**config.mk**
```make
export PLATFORM = sky130hd
export DESIGN_NAME = nexys_starship_monster_ctrl
export DESIGN_NICKNAME = d
export VERILOG_FILES = /design/src/rtl/nexys_starship_monster_ctrl.sv
export SDC_FILE = /design/constraint.sdc
export NUM_CORES = 1
export LEC_CHECK = 0
export CAP_MARGIN = 20
export CORE_MARGIN = 2
export CORE_UTILIZATION = 40
export CTS_CLUSTER_DIAMETER = 40
export DETAILED_ROUTE_END_ITERATION = 16
export MAX_ROUTING_LAYER = met4
export SYNTH_ARGS = -nofsm -noshare
export SYNTH_HDL_FRONTEND = slang
export SYNTH_SLANG_ARGS = --single-unit
```
**constraint.sdc**
```tcl
create_clock -name Clk -period 4.65 [get_ports Clk]
set_input_delay 1.395 -clock Clk [delete_from_list [all_inputs] [get_ports Clk]]
set_output_delay 1.395 -clock Clk [all_outputs]
set_load 0.1 [all_outputs]
```
**src/rtl/nexys_starship_monster_ctrl.sv**
```systemverilog
// Monster slot controller: four directional slots with lifetime timers,
// shot-based kills, saturating score and an INIT/PLAY/DONE round FSM.
module nexys_starship_monster_ctrl #(
  parameter int LIFETIME = 200_000_000,
  parameter int TIMER_W  = 28
) (
  input  logic       Clk,
  input  logic       Reset,
  input  logic       Start,
  input  logic       Ack,
  input  logic       spawn_t,
  input  logic       spawn_b,
  input  logic       spawn_l,
  input  logic       spawn_r,
  input  logic       shoot_t,
  input  logic       shoot_b,
  input  logic       shoot_l,
  input  logic       shoot_r,
  output logic       mon_t,
  output logic       mon_b,
  output logic       mon_l,
  output logic       mon_r,
  output logic       hit,
  output logic       miss,
  output logic [7:0] score,
  output logic       q_init,
  output logic       q_play,
  output logic       q_done,
  output logic       game_over
);

  typedef enum logic [2:0] {
    INIT = 3'b001,
    PLAY = 3'b010,
    DONE = 3'b100
  } state_e;

  localparam logic [TIMER_W-1:0] TLOAD = TIMER_W'(LIFETIME - 1);

  state_e             state_q;
  logic [3:0]         alive_q;
  logic [TIMER_W-1:0] timer_q [4];
  logic               hit_q;
  logic               miss_q;
  logic [7:0]         score_q;

  logic [3:0] spawn_v;
  logic [3:0] shoot_v;
  logic [3:0] kill_d;
  logic [3:0] exp_d;
  logic [3:0] miss_v;
  logic [2:0] kills_d;
  logic [8:0] sum_d;
  logic [7:0] score_d;

  assign spawn_v = {spawn_r, spawn_l, spawn_b, spawn_t};
  assign shoot_v = {shoot_r, shoot_l, shoot_b, shoot_t};

  // A shot into an alive slot always kills, even on its last timer cycle
  always_comb begin
    kill_d = alive_q & shoot_v;
    miss_v = ~alive_q & shoot_v & ~spawn_v;
    exp_d  = '0;
    for (int i = 0; i < 4; i++) begin
      exp_d[i] = alive_q[i] & ~shoot_v[i] & (timer_q[i] == '0);
    end
    kills_d = {2'b00, kill_d[0]} + {2'b00, kill_d[1]}
            + {2'b00, kill_d[2]} + {2'b00, kill_d[3]};
    sum_d   = {1'b0, score_q} + {6'd0, kills_d};
    score_d = sum_d[8] ? 8'hFF : sum_d[7:0];
  end

  always_ff @(posedge Clk or posedge Reset) begin
    if (Reset) begin
      state_q <= INIT;
      alive_q <= '0;
      for (int i = 0; i < 4; i++) timer_q[i] <= '0;
      hit_q   <= 1'b0;
      miss_q  <= 1'b0;
      score_q <= '0;
    end else begin
      hit_q  <= 1'b0;
      miss_q <= 1'b0;
      unique case (state_q)
        INIT: begin
          alive_q <= '0;
          if (Start) begin
            state_q <= PLAY;
            score_q <= '0;
          end
        end
        PLAY: begin
          score_q <= score_d;
          hit_q   <= (kills_d != 3'd0);
          miss_q  <= (kills_d == 3'd0) & (|miss_v);
          for (int i = 0; i < 4; i++) begin
            if (alive_q[i]) begin
              if (shoot_v[i]) alive_q[i] <= 1'b0;
              else timer_q[i] <= timer_q[i] - TIMER_W'(1);
            end else if (spawn_v[i]) begin
              alive_q[i] <= 1'b1;
              timer_q[i] <= TLOAD;
            end
          end
          // Expiry overrides every slot update above
          if (|exp_d) begin
            state_q <= DONE;
            alive_q <= '0;
            for (int i = 0; i < 4; i++) timer_q[i] <= '0;
          end
        end
        DONE: begin
          alive_q <= '0;
          if (Ack) state_q <= INIT;
        end
        default: begin
          state_q <= INIT;
          alive_q <= '0;
        end
      endcase
    end
  end

  assign mon_t     = alive_q[0];
  assign mon_b     = alive_q[1];
  assign mon_l     = alive_q[2];
  assign mon_r     = alive_q[3];
  assign hit       = hit_q;
  assign miss      = miss_q;
  assign score     = score_q;
  assign q_init    = state_q[0];
  assign q_play    = state_q[1];
  assign q_done    = state_q[2];
  assign game_over = state_q[2];

endmodule

```
# Yosys cells after proc, flatten, opt, wreduce, memory -nomap -nowiden
# Cells that the tools add are included.
# word_totals
register_bits,129
input_bits,12
output_inout_bits,18
elab_cells,100
# op_classes
add_sub_neg,8
eq_ne,10
n_mux,36
bitwise_logic,18
reduce_logical,19
# op_table
operator,count
$mux W28,12
$logic_not A28 Y1,4
$mux W112,1
$sub A28 B1 Y28 const B,4
$mux W8,2
$pmux W8 S2,1
$reduce_and A3 Y1,5
$reduce_bool A3 Y1,5
$mux W1,14
$and A4 B4 Y4,3
$ne A3 B2 Y1 const B,4
$add A8 B3 Y9,1
$and A1 B1 Y1,9
$mux W3,3
$pmux W3 S3,1
$mux W4,2
$not A4 Y4,2
$reduce_or A4 Y1,2
$ne A2 B2 Y1 const B,3
$not A1 Y1,4
$add A2 B1 Y3,1
$add A3 B1 Y3,1
$eq A3 B1 Y1 const B,1
$eq A3 B2 Y1 const B,1
other kinds (5),5

# Logic depth before layout (Yosys ltp)
# logic_depth
ltp_word,7
depth_mapped,13
mapped_depth_nobuf,12

# Worst setup path after synthesis
# OpenSTA, ideal clock, no wires.
# synth_path
path_kind,input to register
startpoint,input shoot_r
endpoint,"register score_q[0], in the netlist score[0]"
setup_time_ns,0.083
arrival_time_ns,3.949
required_ns,4.567
setup_slack_ns,0.619
stages,12
path_buffers,0
path_cell_list,and2_1 -> fa_1 -> ha_1 -> ha_1 -> inv_1 -> fa_1 -> nor2b_1 -> o21a_1 -> nand4_1 -> or2_2 -> nor2b_1 -> o21ai_0
# synth_via
elab_chain_cells,5
# synth_rtl
element,line,text
"start, declared",18,"input logic shoot_r,"
$and A4 B4 Y4,61,kill_d = alive_q & shoot_v;
$add A3 B1 Y3,68,"+ {2'b00, kill_d[2]} + {2'b00, kill_d[3]};"
$add A8 B3 Y9,69,"sum_d = {1'b0, score_q} + {6'd0, kills_d};"
$mux W8,70,score_d = sum_d[8] ? 8'hFF : sum_d[7:0];
$pmux W8 S2,84,unique case (state_q)
"end signal, assigned",93,score_q <= score_d;
"end, declared",45,logic [7:0] score_q;
# No other way between the ends.
# A chain may end at the register's enable or synchronous reset.

# Final worst setup path
# layout_path
startpoint,input shoot_b
endpoint,"register score_q[0], in the netlist score[0]"
# layout_via
elab_chain_cells,7
# layout_rtl
element,line,text
"start, declared",16,"input logic shoot_b,"
$and A4 B4 Y4,61,
$add A1 B1 Y2,67,"kills_d = {2'b00, kill_d[0]} + {2'b00, kill_d[1]}"
$add A2 B1 Y3,68,
$add A3 B1 Y3,68,
$add A8 B3 Y9,69,
$mux W8,70,
$pmux W8 S2,84,
# No other way between the ends.

==> results.md <==
* Final Hold Viols at 0
* Boundary Pins at 30
* Final Setup Violations at 0
* Setup Buffers After CTS at 0
* Sw power at around 2.0 mW
* Die W at around 140 um
* CP max-delay cell: clkdlybuf4s50_1
* Root buf cell: clkbuf_16
* Synth async-reset ratio at 100.0%
* Buffers on Ports at 29
* GRT met1 Usage at a little under a third
* Vias in the first global route at just under 7k
* Post-synth top area share at slightly above 40%
* CP Data Arrival Time at 4.59 ns
* Final WS setup at 0.3852 ns
* Post-CTS sizing at 0
* Peak VDD IR at between 0.2 and 0.3 mV
* Share of layout cells above drive strength 1 at 10.88%
* Fin Clk Skew at approximately 0.0087 ns
* Die Area at about 21000 um^2
* Leak Pwr at roughly 3.6 nW
* Via Count at between 7k and 8k
* First-pass GRT wire length at 34910 um
* Cell variety after synth at 74
* Max-slew violation total from the final report at 0
* Fin Hold WS at a little over 0.5 ns
* DP Worst Slack at -0.07716 ns
* Total power at ~5.2 mW
* Cells after Synth at about 900
* Internal Power at around 3.2 mW
* 1st-iter DRT viols at roughly 480
* M2 GR Usage at between 30% and 40%
* FP Rows at between 50 and 60
* Largest net degree at the start of global routing at 130
* Clk_lat worst skew at about 0.42 ns
* CTS clock-pin slew for the worst setup and hold paths at 0.06 ns
* Crit path time final at between 4 and 5 ns
* Initial Util at a little over 40%
* Gr usage total at 21.42%
* RD Place Congestion at a little over 0.8
* DR DRC count at 0
* Worst-margin pin slew at about 0.98 ns
* Hold path cells at 1
* Via density at 5.965
* Outcome: completed
* Avg Cell Area, Syn at 8.729 um^2
* Synth area leader: dfrtp_1
* Hold buffer count at cts at 0
* TritonCTS clock tree: built
* Post-Syn Nets at roughly 930
* Seq cells post-synth at 129
* Clock Sinks at roughly 130
* Worst EP required at about 5 ns
* First drt pass iteration count at 5
* Worst-path maximum fanout at 6
* Number of antenna-violating nets in the routed design at 0
* Rel. slew slack at 34.67%
* Setup CP Type: in -> reg
* Fmax at around 230 MHz
* Sequential area share after synthesis at 40.88%
* WL final at about 20000 um
* Post-synth EDFFs at 0
* Cell area power density at between 500 and 600 nW/um^2
* Startpoint types: primary input
* Largest cells by area after synthesis: dfrtp_1 41%, o21ai_0 5.1%, nand2_1 3.9%, o211ai_1 3.1%, inv_1 2.9%
* Final HPWL DP at roughly 13000 um
* H-tree levels at 4
* GRT overflow at 0
* Tcrit/Tclk final at 91.72%
* Num CTS Buffers at 17
* Most frequently used flop master after synthesis: dfrtp_1
* Global route hottest layer: met2
* Nets at 957
* Core area at roughly 19000 um^2
* Max incr delay on CP at 0.54 ns
* Die Ht at roughly 140 um
* Cell area after layout at between 9000 and 10000 um^2
* Comb power frac at between 30% and 40%
* Cell Area, Placed at 8600 um^2
* RSZ-0062 raised after global routing: false
* Max_cap viols at 0
* Antenna violations before repair at 1
* Seq pwr share at 41.2%
* Nature of the critical path endpoint: register
* GR Util met3 at under 10%
* Worst path cell trace: clkdlybuf4s50_1 > and2_1 > fa_1 > ha_1 > ha_1 > inv_1 > fa_1 > nor2b_1 > o21a_1 > nand4_1 > or2_2 > nor2b_1 > o21ai_0
* CTS Buffer Depth at 2
* Post-synthesis cell area at 7900 um^2
* Synth warn at 0
* Switching Fraction at between 30% and 40%
* Layout area overhead at 16.84%
* Min-delay worst type: reg -> reg
* Wire length per cell at approximately 17 um
* R2R depth at 10
* Clock share of power at around 27%
## placed cells by master, fill, tap and decap left out, types with 8 or more instances in the layout
| cell | count |
|---|---|
| a21oi_1 | 19 |
| nand3_1 | 43 |
| or2_2 | 8 |
| o31a_1 | 8 |
| or3_1 | 28 |
| dfrtp_1 | 128 |
| a31oi_1 | 16 |
| nand2b_1 | 12 |
| nand4_1 | 20 |
| clkdlybuf4s50_1 | 27 |
| nor4_1 | 16 |
| a221o_1 | 18 |
| buf_4 | 27 |
| inv_1 | 60 |
| o21ai_0 | 81 |
| nand2_1 | 83 |
| a22o_1 | 19 |
| and3_1 | 8 |
| o211ai_1 | 33 |
| or4_1 | 18 |
| o22ai_1 | 9 |
| clkbuf_16 | 17 |
| o31ai_1 | 18 |
| nor3_1 | 33 |
| nor2_1 | 41 |
| ha_1 | 9 |
## worst max-delay path, delay by kind of cell
kind,cells,cell delay [ns]
buf+inv,2,0.60
fa+ha+maj,4,1.30
compound gates,2,0.32
simple gates,5,0.97
## metal layers
metal / vias to the layer above / part of all wire, %
met3: 26 / 3.8
li1: 3511 / -
met1: 3548 / 50
met4: 0 / 1.4
met2: 151 / 45
met5: - / 0
## worst paths after layout
| check | slack (ns) | startpoint | to |
|---|---|---|---|
| worst max-delay path | 0.39 | shoot_b | score[0] |
| worst min-delay path | 0.52 | timer_q[68] | timer_q[68] |
| worst max register to register | 1.31 | timer_q[0] | timer_q[108] |
| worst min register to register | 0.52 | timer_q[68] | timer_q[68] |
| max in group asynchronous | 2.55 | Reset | timer_q[76] |
| min in group asynchronous | 1.47 | Reset | timer_q[47] |
## kinds of logic after synthesis
logic type                 after synthesis  synth area share [%]
adders and majority gates               11                 1.932
xor gates and xnor gates                 3                0.3327
AOI/OAI and AO/OA                      284                 25.48
muxes                                    7                0.8870
DFF                                    129                 40.88
and+or+nand+nor                        359                 24.99
buffers and inverters                  112                 5.496
## cells in the mapped netlist, types with 6 or more instances
cell type / n
nor4_1: 18
or4_1: 18
and3_1: 8
o21a_1: 7
a221o_1: 18
dfrtp_1: 128
and2_1: 7
nand4_1: 20
o22ai_1: 9
o211ai_1: 33
inv_1: 61
a21oi_1: 19
nor2_1: 41
mux2i_1: 7
ha_1: 9
nand2_1: 83
o21ai_0: 81
buf_1: 6
nand2b_1: 12
or3_1: 28
a22o_1: 19
a31o_2: 6
clkbuf_1: 34
nor3_1: 33
nand3_1: 43
o221ai_1: 7
or2_2: 8
a31oi_1: 16
o31ai_1: 21
o31a_1: 8
## power groups by stage
stage	registers, mW	clock network (mW)	logic (mW)
floorplan	2.12	0	1.18
global placement	2.13	0	1.61
detailed placement	2.13	0	1.65
CTS	2.12	1.43	1.65
global route	2.22	1.48	1.87
finish	2.14	1.40	1.64
## cell type report
type	count	area (um^2)
clock buffers	23	488.0
diodes	1	2.502
fillers	1860	10170
inverters	65	247.7
well taps	265	331.6
clock inverters	9	128.9
repair buffers	57	524.3
flip-flops and latches	129	3229
multi-input cells	664	4278
## per-stage QoR
stage | instances | utilization, % | TNS (ns)
2_1_floorplan | 905 | - | 0
3_3_place_gp | 1179 | 44.33 | -0.007781
3_5_place_dp | 1179 | 44.33 | -0.1093
4_1_cts | 1211 | 47.51 | 0
5_1_grt | 1213 | 47.58 | 0
6_report | 1213 | 47.58 | 0
## registers in the layout, summed over array words and instances, names as in the netlist
signal	flops
state_q	3
timer_q	112
alive_q	4
miss	1
score	8
hit	1
(Power assumes the default switching activity.)
